<file path="src/rtl/reg8file_pkg.sv">
// Shared constants for the reg8file command sequencer:
// widths, host op encoding and controller state encoding.
package reg8file_pkg;

    localparam int DW = 8;
    localparam int AW = 3;

    localparam logic [1:0] OP_WRI = 2'b00;
    localparam logic [1:0] OP_RD  = 2'b01;
    localparam logic [1:0] OP_ADD = 2'b10;
    localparam logic [1:0] OP_CLR = 2'b11;

    localparam logic [2:0] S_IDLE = 3'd0;
    localparam logic [2:0] S_RD1  = 3'd1;
    localparam logic [2:0] S_RD2  = 3'd2;
    localparam logic [2:0] S_WR   = 3'd3;
    localparam logic [2:0] S_CLR  = 3'd4;
    localparam logic [2:0] S_RESP = 3'd5;

endpackage

</file>
<file path="src/rtl/reg8file_seq_if.sv">
// Host-side command/response channel of the register-file sequencer.
// master = host, slave = sequencer.
interface reg8file_seq_if #(
    parameter int DW = 8,
    parameter int AW = 3
) ();

    logic          cmd_valid;
    logic          cmd_ready;
    logic [1:0]    cmd_op;
    logic [AW-1:0] cmd_rd;
    logic [AW-1:0] cmd_rs1;
    logic [AW-1:0] cmd_rs2;
    logic [DW-1:0] cmd_imm;

    logic          rsp_valid;
    logic          rsp_ready;
    logic [DW-1:0] rsp_data;
    logic          rsp_carry;

    modport master (
        output cmd_valid, cmd_op, cmd_rd, cmd_rs1, cmd_rs2, cmd_imm,
        input  cmd_ready,
        input  rsp_valid, rsp_data, rsp_carry,
        output rsp_ready
    );

    modport slave (
        input  cmd_valid, cmd_op, cmd_rd, cmd_rs1, cmd_rs2, cmd_imm,
        output cmd_ready,
        output rsp_valid, rsp_data, rsp_carry,
        input  rsp_ready
    );

endinterface

</file>
<file path="src/rtl/reg8file_seq.sv">
// Sequencer that turns host commands (WRI/RD/ADD/CLR) into reg8file
// write/read/clear cycles and returns one response per command.
module reg8file_seq
    import reg8file_pkg::*;
#(
    parameter int DW = reg8file_pkg::DW,
    parameter int AW = reg8file_pkg::AW
) (
    input  logic          clk,
    input  logic          clr_n,
    reg8file_seq_if.slave bus,
    output logic          rf_clr,
    output logic          rf_en,
    output logic [AW-1:0] rf_wsel,
    output logic [DW-1:0] rf_d,
    output logic [AW-1:0] rf_rsel,
    input  logic [DW-1:0] rf_q
);

    logic [2:0]    state;
    logic [1:0]    op_q;
    logic [AW-1:0] rs2_q;
    logic [DW-1:0] imm_q;
    logic [DW-1:0] a_q;
    logic [DW-1:0] rf_d_q;
    logic [DW-1:0] rsp_data_q;
    logic          rsp_carry_q;
    logic [DW:0]   sum;
    logic          accept;

    assign bus.cmd_ready = (state == S_IDLE) && clr_n;
    assign accept        = bus.cmd_valid && bus.cmd_ready;

    assign bus.rsp_valid = (state == S_RESP);
    assign bus.rsp_data  = rsp_data_q;
    assign bus.rsp_carry = rsp_carry_q;

    assign sum = {1'b0, a_q} + {1'b0, rf_q};

    // ADD writes back the live sum in RD2, so rf_d bypasses its hold register there
    assign rf_en  = (state == S_WR) || (state == S_RD2);
    assign rf_clr = (state == S_CLR);
    assign rf_d   = (state == S_RD2) ? sum[DW-1:0] : rf_d_q;

    always_ff @(posedge clk) begin
        if (!clr_n) begin
            state       <= S_IDLE;
            op_q        <= OP_WRI;
            rs2_q       <= '0;
            imm_q       <= '0;
            a_q         <= '0;
            rf_d_q      <= '0;
            rf_wsel     <= '0;
            rf_rsel     <= '0;
            rsp_data_q  <= '0;
            rsp_carry_q <= 1'b0;
        end else begin
            unique case (state)
                S_IDLE: begin
                    if (accept) begin
                        op_q  <= bus.cmd_op;
                        rs2_q <= bus.cmd_rs2;
                        imm_q <= bus.cmd_imm;
                        unique case (bus.cmd_op)
                            OP_WRI: begin
                                state   <= S_WR;
                                rf_wsel <= bus.cmd_rd;
                                rf_d_q  <= bus.cmd_imm;
                            end
                            OP_RD: begin
                                state   <= S_RD1;
                                rf_rsel <= bus.cmd_rs1;
                            end
                            OP_ADD: begin
                                state   <= S_RD1;
                                rf_rsel <= bus.cmd_rs1;
                                rf_wsel <= bus.cmd_rd;
                            end
                            OP_CLR: begin
                                state <= S_CLR;
                            end
                            default: state <= S_IDLE;
                        endcase
                    end
                end
                S_WR: begin
                    rsp_data_q  <= imm_q;
                    rsp_carry_q <= 1'b0;
                    state       <= S_RESP;
                end
                S_RD1: begin
                    if (op_q == OP_ADD) begin
                        a_q     <= rf_q;
                        rf_rsel <= rs2_q;
                        state   <= S_RD2;
                    end else begin
                        rsp_data_q  <= rf_q;
                        rsp_carry_q <= 1'b0;
                        state       <= S_RESP;
                    end
                end
                S_RD2: begin
                    rf_d_q      <= sum[DW-1:0];
                    rsp_data_q  <= sum[DW-1:0];
                    rsp_carry_q <= sum[DW];
                    state       <= S_RESP;
                end
                S_CLR: begin
                    rsp_data_q  <= '0;
                    rsp_carry_q <= 1'b0;
                    state       <= S_RESP;
                end
                S_RESP: begin
                    if (bus.rsp_ready)
                        state <= S_IDLE;
                end
                default: state <= S_IDLE;
            endcase
        end
    end

endmodule

</file>
<file path="src/flat_wrapper.sv">
// flat-port wrapper written by rule: the top's interface ports become plain ports
module reg8file_seq_flat import reg8file_pkg::*;
#(
    parameter int DW = reg8file_pkg::DW,
    parameter int AW = reg8file_pkg::AW
)
  (clk, clr_n, rf_clr, rf_en, rf_wsel, rf_d, rf_rsel, rf_q, bus_cmd_valid, bus_cmd_op, bus_cmd_rd, bus_cmd_rs1, bus_cmd_rs2, bus_cmd_imm, bus_cmd_ready, bus_rsp_valid, bus_rsp_data, bus_rsp_carry, bus_rsp_ready);
  reg8file_seq_if #(.DW(DW), .AW(AW)) bus_i ();
  input  logic clk;
  input  logic clr_n;
  output logic rf_clr;
  output logic rf_en;
  output logic [AW-1:0] rf_wsel;
  output logic [DW-1:0] rf_d;
  output logic [AW-1:0] rf_rsel;
  input  logic [DW-1:0] rf_q;
  input wire logic [$bits(bus_i.cmd_valid)-1:0] bus_cmd_valid;
  input wire logic [$bits(bus_i.cmd_op)-1:0] bus_cmd_op;
  input wire logic [$bits(bus_i.cmd_rd)-1:0] bus_cmd_rd;
  input wire logic [$bits(bus_i.cmd_rs1)-1:0] bus_cmd_rs1;
  input wire logic [$bits(bus_i.cmd_rs2)-1:0] bus_cmd_rs2;
  input wire logic [$bits(bus_i.cmd_imm)-1:0] bus_cmd_imm;
  output wire logic [$bits(bus_i.cmd_ready)-1:0] bus_cmd_ready;
  output wire logic [$bits(bus_i.rsp_valid)-1:0] bus_rsp_valid;
  output wire logic [$bits(bus_i.rsp_data)-1:0] bus_rsp_data;
  output wire logic [$bits(bus_i.rsp_carry)-1:0] bus_rsp_carry;
  input wire logic [$bits(bus_i.rsp_ready)-1:0] bus_rsp_ready;
  assign bus_i.cmd_valid = bus_cmd_valid;
  assign bus_i.cmd_op = bus_cmd_op;
  assign bus_i.cmd_rd = bus_cmd_rd;
  assign bus_i.cmd_rs1 = bus_cmd_rs1;
  assign bus_i.cmd_rs2 = bus_cmd_rs2;
  assign bus_i.cmd_imm = bus_cmd_imm;
  assign bus_cmd_ready = bus_i.cmd_ready;
  assign bus_rsp_valid = bus_i.rsp_valid;
  assign bus_rsp_data = bus_i.rsp_data;
  assign bus_rsp_carry = bus_i.rsp_carry;
  assign bus_i.rsp_ready = bus_rsp_ready;
  reg8file_seq #(.DW(DW), .AW(AW)) u_core (.clk(clk), .clr_n(clr_n), .bus(bus_i), .rf_clr(rf_clr), .rf_en(rf_en), .rf_wsel(rf_wsel), .rf_d(rf_d), .rf_rsel(rf_rsel), .rf_q(rf_q));
endmodule
</file>
<file path="config.mk">
export PLATFORM = sky130hd
export DESIGN_NAME = reg8file_seq_flat
export DESIGN_NICKNAME = d
export VERILOG_FILES = /design/src/rtl/reg8file_pkg.sv /design/src/rtl/reg8file_seq_if.sv /design/src/rtl/reg8file_seq.sv /design/src/flat_wrapper.sv
export SDC_FILE = /design/constraint.sdc
export NUM_CORES = 1
export LEC_CHECK = 0
export CORE_MARGIN = 4
export CORE_UTILIZATION = 25
export DETAILED_ROUTE_END_ITERATION = 8
export GPL_TIMING_DRIVEN = 0
export PLACE_DENSITY = 0.42
export SYNTH_ARGS = -nofsm -noshare
export SYNTH_HDL_FRONTEND = slang
export SYNTH_SLANG_ARGS = --single-unit
export TNS_END_PERCENT = 50
</file>
<file path="constraint.sdc">
create_clock -name clk -period 2.84 [get_ports clk]
set_input_delay 0.568 -clock clk [delete_from_list [all_inputs] [get_ports clk]]
set_output_delay 0.568 -clock clk [all_outputs]
set_load 0.1 [all_outputs]
</file>
==> impl_metrics.sql <==
INSERT INTO impl_metrics (metric_group, metric, value, unit) VALUES
('grt', 'antenna_violations_before_repair', '0', ''),
('floorplanning', 'die-area', '11800', 'um^2'),
('detailed_routing', 'route.detailed.wl_per_inst', '16.3', 'um'),
('cells_and_area', 'instances_no_fill', '523', ''),
('cells_and_area', 'drive_above_1_share', '18.7', '%'),
('synth', 'synth_seq_cells', '47', ''),
('synth', 'syn_area_per_cell', '7.99', 'um^2'),
('clock_network', 'cts_made_buffers', '5', ''),
('sta', 'fmaxAchievable', '354', 'MHz'),
('detailed_routing', 'remaining_drc_errors', '0', ''),
('worst_hold_path', 'hold_class', 'reg -> reg', ''),
('pwr', 'power.internal', '1.22', 'mW'),
('clock_network', 'cts_h_tree_depth', '2', ''),
('synth', 'synth_enable_flop_cells', '0', ''),
('floorplanning', 'die_y', '109', 'um'),
('outcome', 'run_status', 'finished clean', ''),
('pwr', 'share_seq_of_total_power', '34.6', '%'),
('grt', 'groute.usage.overall', '14.9', '%'),
('floorplanning', 'floorplan.initialDensity', '25.8', '%'),
('cells_and_area', 'area.sequential', '942', 'um^2'),
('clock_network', 'clk_path_buf_depth', '2', ''),
('place', 'dp_cells', '506', ''),
('sta', 'fin_worst_hold_slack', '0.466', 'ns'),
('sta', 'setup_repair_after_global_routing_missed_its_margin', 'true', ''),
('pwr', 'net-switching-power', '1.07', 'mW'),
('pwr', 'pwr-share-clk', '17.0', '%'),
('pwr', 'powerDensity', '641', 'nW/um^2'),
('detailed_routing', 'dr.first_iter.drc_count', '91', ''),
('run', 'max_cap_viols', '0', ''),
('synth', 'synth.yosys.warnings', '0', ''),
('cells_and_area', 'final_nets', '435', ''),
('synth', 'syn_area', '2530', 'um^2'),
('cells_and_area', 'final_instance_area', '3590', 'um^2'),
('floorplanning', 'die_w', '109', 'um'),
('cells_and_area', 'final.fill_count', '1083', ''),
('pwr', 'p_comb_share', '48.4', '%'),
('synth', 'synth_area_leader_cell', 'sky130_fd_sc_hd__dfxtp_1', ''),
('synth', 'synth_area_leaders', 'sky130_fd_sc_hd__dfxtp_1 (37%), sky130_fd_sc_hd__nand2_1 (8.9%), sky130_fd_sc_hd__ha_1 (5.9%)', ''),
('grt', 'total_gr_overflow', '0', ''),
('worst_setup_path', 'timing_worst_setup_path_type', 'in -> out', ''),
('place', 'detailed_place.area', '3280', 'um^2'),
('worst_setup_path', 'critical_path_endpoint_category', 'primary output', ''),
('clock_network', 'worst_setup_hold_path_clk_slew', '0.09', 'ns'),
('sta', 'worstMarginPinSlew', '0.983', 'ns'),
('floorplanning', 'row_count', '36', ''),
('clock_network', 'clock_insertion_delay_worst_skew', '0.30', 'ns'),
('cells_and_area', 'insertedDiodeCount', '0', ''),
('detailed_routing', 'routed_wire_length', '8500', 'um'),
('synth', 'post-synth-top-count-cell', 'sky130_fd_sc_hd__nand2_1', ''),
('sta', 'slew_viol_final', '0', ''),
('synth', 'synth.net_count', '361', ''),
('grt', 'grt_start_max_net_pins', '13', ''),
('clock_network', 'clock_sinks', '47', ''),
('grt', 'grt_first_pass_wirelength', '13300', 'um'),
('place', 'placement.io_buffers', '56', ''),
('synth', 'post-synth-top-area-fraction', '37.1', '%'),
('detailed_routing', 'detail_route.first_pass.iterations', '4', ''),
('grt', 'grt_pass1_vias', '2493', ''),
('sta', 'min_period', '2.82', 'ns'),
('sta', 'final-hold-violation-count', '0', ''),
('worst_setup_path', 'critical_path_arrival', '2.25', 'ns'),
('sta', 'setup_violations', '0', ''),
('place', 'hpwl', '6370', 'um'),
('pwr', 'switching_power_share_of_the_total', '46.7', '%'),
('clock_network', 'clock_tree.root_cell', 'sky130_fd_sc_hd__clkbuf_8', ''),
('detailed_routing', 'via_count', '2477', ''),
('cells_and_area', 'area.growth.synth_to_final', '41.5', '%'),
('synth', 'synth_common_cells', 'sky130_fd_sc_hd__nand2_1 (60), sky130_fd_sc_hd__dfxtp_1 (47), sky130_fd_sc_hd__nor2_1 (32), sky130_fd_sc_hd__o21ai_0 (26), sky130_fd_sc_hd__a21oi_1 (18)', ''),
('sta', 'layout_worst_path_cycle_share', '99.4', '%'),
('pwr', 'max-vdd-ir-drop', '0.000278', 'V'),
('sta', 'finalClockSkew', '0.00435', 'ns');
-- path summary, 6_finish.rpt --
path	from	to	slack, ns	depth (start not counted)
max	rf_q[5]	rf_d[6]	0.02	7
min	u_core.rs2_q[1]	u_core.rs2_q[1]	0.47	2
max reg2reg	u_core.a_q[0]	u_core.bus.rsp_data[6]	0.52	13
min reg2reg	u_core.rs2_q[1]	u_core.rs2_q[1]	0.47	2
-- flip-flops by register name, summed over array words and instances (netlist names) --
register              count
u_core.a_q                8
u_core.bus.rsp_data       8
u_core.imm_q              8
u_core.rf_d_q             8
u_core.rf_rsel            3
u_core.rf_wsel            3
u_core.rs2_q              3
u_core.state              3
u_core.op_q               2
u_core.bus.rsp_carry      1
-- cell families after synthesis --
logic type | Yosys count | share of synthesized area [%]
flip-flops | 47 | 37.1
AND/OR/NAND/NOR | 130 | 23.5
multiplexers | 13 | 5.19
AO/OA/AOI/OAI | 85 | 21.6
buffers and inverters | 25 | 4.49
adder cells (fa/ha/maj) | 13 | 6.72
XOR/XNOR | 4 | 1.38
-- worst max-delay path, cell delays in order --
cell and delay [ns]:
sky130_fd_sc_hd__dlygate4sd2_1 0.30, sky130_fd_sc_hd__ha_4 0.30, sky130_fd_sc_hd__or3b_2 0.47, sky130_fd_sc_hd__a31oi_1 0.22, sky130_fd_sc_hd__nor3_2 0.09, sky130_fd_sc_hd__nand2_1 0.12
sky130_fd_sc_hd__buf_12 0.19
-- final cells by class --
cell class	count	share of cell area, %
repair buffers	67	17.5
multi-input cells	245	46.3
inverters	8	0.837
well taps	133	4.64
plain buffers	17	2.48
clock buffers	6	2.02
flip-flops and latches	47	26.3
-- power by group through the flow --
| stage | clock network (mW) | logic [mW] | registers, mW |
|---|---|---|---|
| 4_1_cts | 0.411 | 1.11 | 0.796 |
| 6_report | 0.390 | 1.11 | 0.796 |
| 2_1_floorplan | 0 | 0.551 | 1.04 |
| 3_5_place_dp | 0 | 1.09 | 0.810 |
| 3_3_place_gp | 0 | 1.09 | 0.808 |
| 5_1_grt | 0.439 | 1.18 | 0.807 |
-- routing by layer --
layer / up-vias / part of all wire (%) / GRT usage, %
met5: - / 0 / 0
met4: 0 / 1.4 / 3.88
met3: 7 / 4.8 / 2.43
met2: 60 / 47 / 24.6
met1: 1155 / 47 / 20.2
li1: 1255 / - / -
-- stage by stage --
step                power [mW]  util, %  setup TNS (ns)  setup slack (ns)
floorplan                 1.59        -          -0.254            -0.141
global placement          1.90     33.4           -9.96             -1.51
detailed placement        1.90     33.4           -9.93             -1.50
CTS                       2.32     36.1          -0.178            -0.163
global route              2.43     36.5         -0.0537           -0.0396
finish                    2.30     36.5               0            0.0173
-- cell usage in the layout (no fill, tap or decap), types with 2 or more instances in the layout --
master / synthesis / layout
sky130_fd_sc_hd__nor3_1: 8 / 6
sky130_fd_sc_hd__a311oi_1: 4 / 4
sky130_fd_sc_hd__a31oi_1: 6 / 5
sky130_fd_sc_hd__or4_1: 2 / 2
sky130_fd_sc_hd__buf_12: 0 / 2
sky130_fd_sc_hd__buf_6: 1 / 5
sky130_fd_sc_hd__o22ai_1: 2 / 2
sky130_fd_sc_hd__nor2b_1: 6 / 5
sky130_fd_sc_hd__ha_4: 0 / 6
sky130_fd_sc_hd__a21oi_1: 18 / 17
sky130_fd_sc_hd__o211ai_1: 2 / 2
sky130_fd_sc_hd__clkbuf_1: 8 / 7
sky130_fd_sc_hd__nand2b_1: 7 / 7
sky130_fd_sc_hd__mux2i_1: 12 / 12
sky130_fd_sc_hd__and3_1: 2 / 2
sky130_fd_sc_hd__a22oi_1: 3 / 3
sky130_fd_sc_hd__o21ai_0: 26 / 25
sky130_fd_sc_hd__clkdlybuf4s50_1: 0 / 37
sky130_fd_sc_hd__clkbuf_2: 0 / 5
sky130_fd_sc_hd__dfxtp_1: 47 / 46
sky130_fd_sc_hd__nand3_1: 3 / 3
sky130_fd_sc_hd__o221ai_1: 3 / 3
sky130_fd_sc_hd__clkbuf_8: 0 / 5
sky130_fd_sc_hd__a21o_1: 3 / 3
sky130_fd_sc_hd__nor3_2: 0 / 2
sky130_fd_sc_hd__o21a_1: 3 / 3
sky130_fd_sc_hd__inv_1: 8 / 8
sky130_fd_sc_hd__dlygate4sd2_1: 0 / 3
sky130_fd_sc_hd__a211oi_1: 4 / 3
sky130_fd_sc_hd__nand2_1: 60 / 60
sky130_fd_sc_hd__ha_1: 12 / 6
sky130_fd_sc_hd__nor2_1: 32 / 32
sky130_fd_sc_hd__buf_4: 1 / 14
sky130_fd_sc_hd__buf_2: 7 / 10
-- repair_timing --
item	CTS	global route
endpoints found under the hold margin	0	0
endpoints found under the setup margin	11	8
hold buffers	0	0
buffers inserted	9	2
gates resized for setup	89	26
pin swaps	12	11
Note: power is estimated with default switching activity, not from simulation.
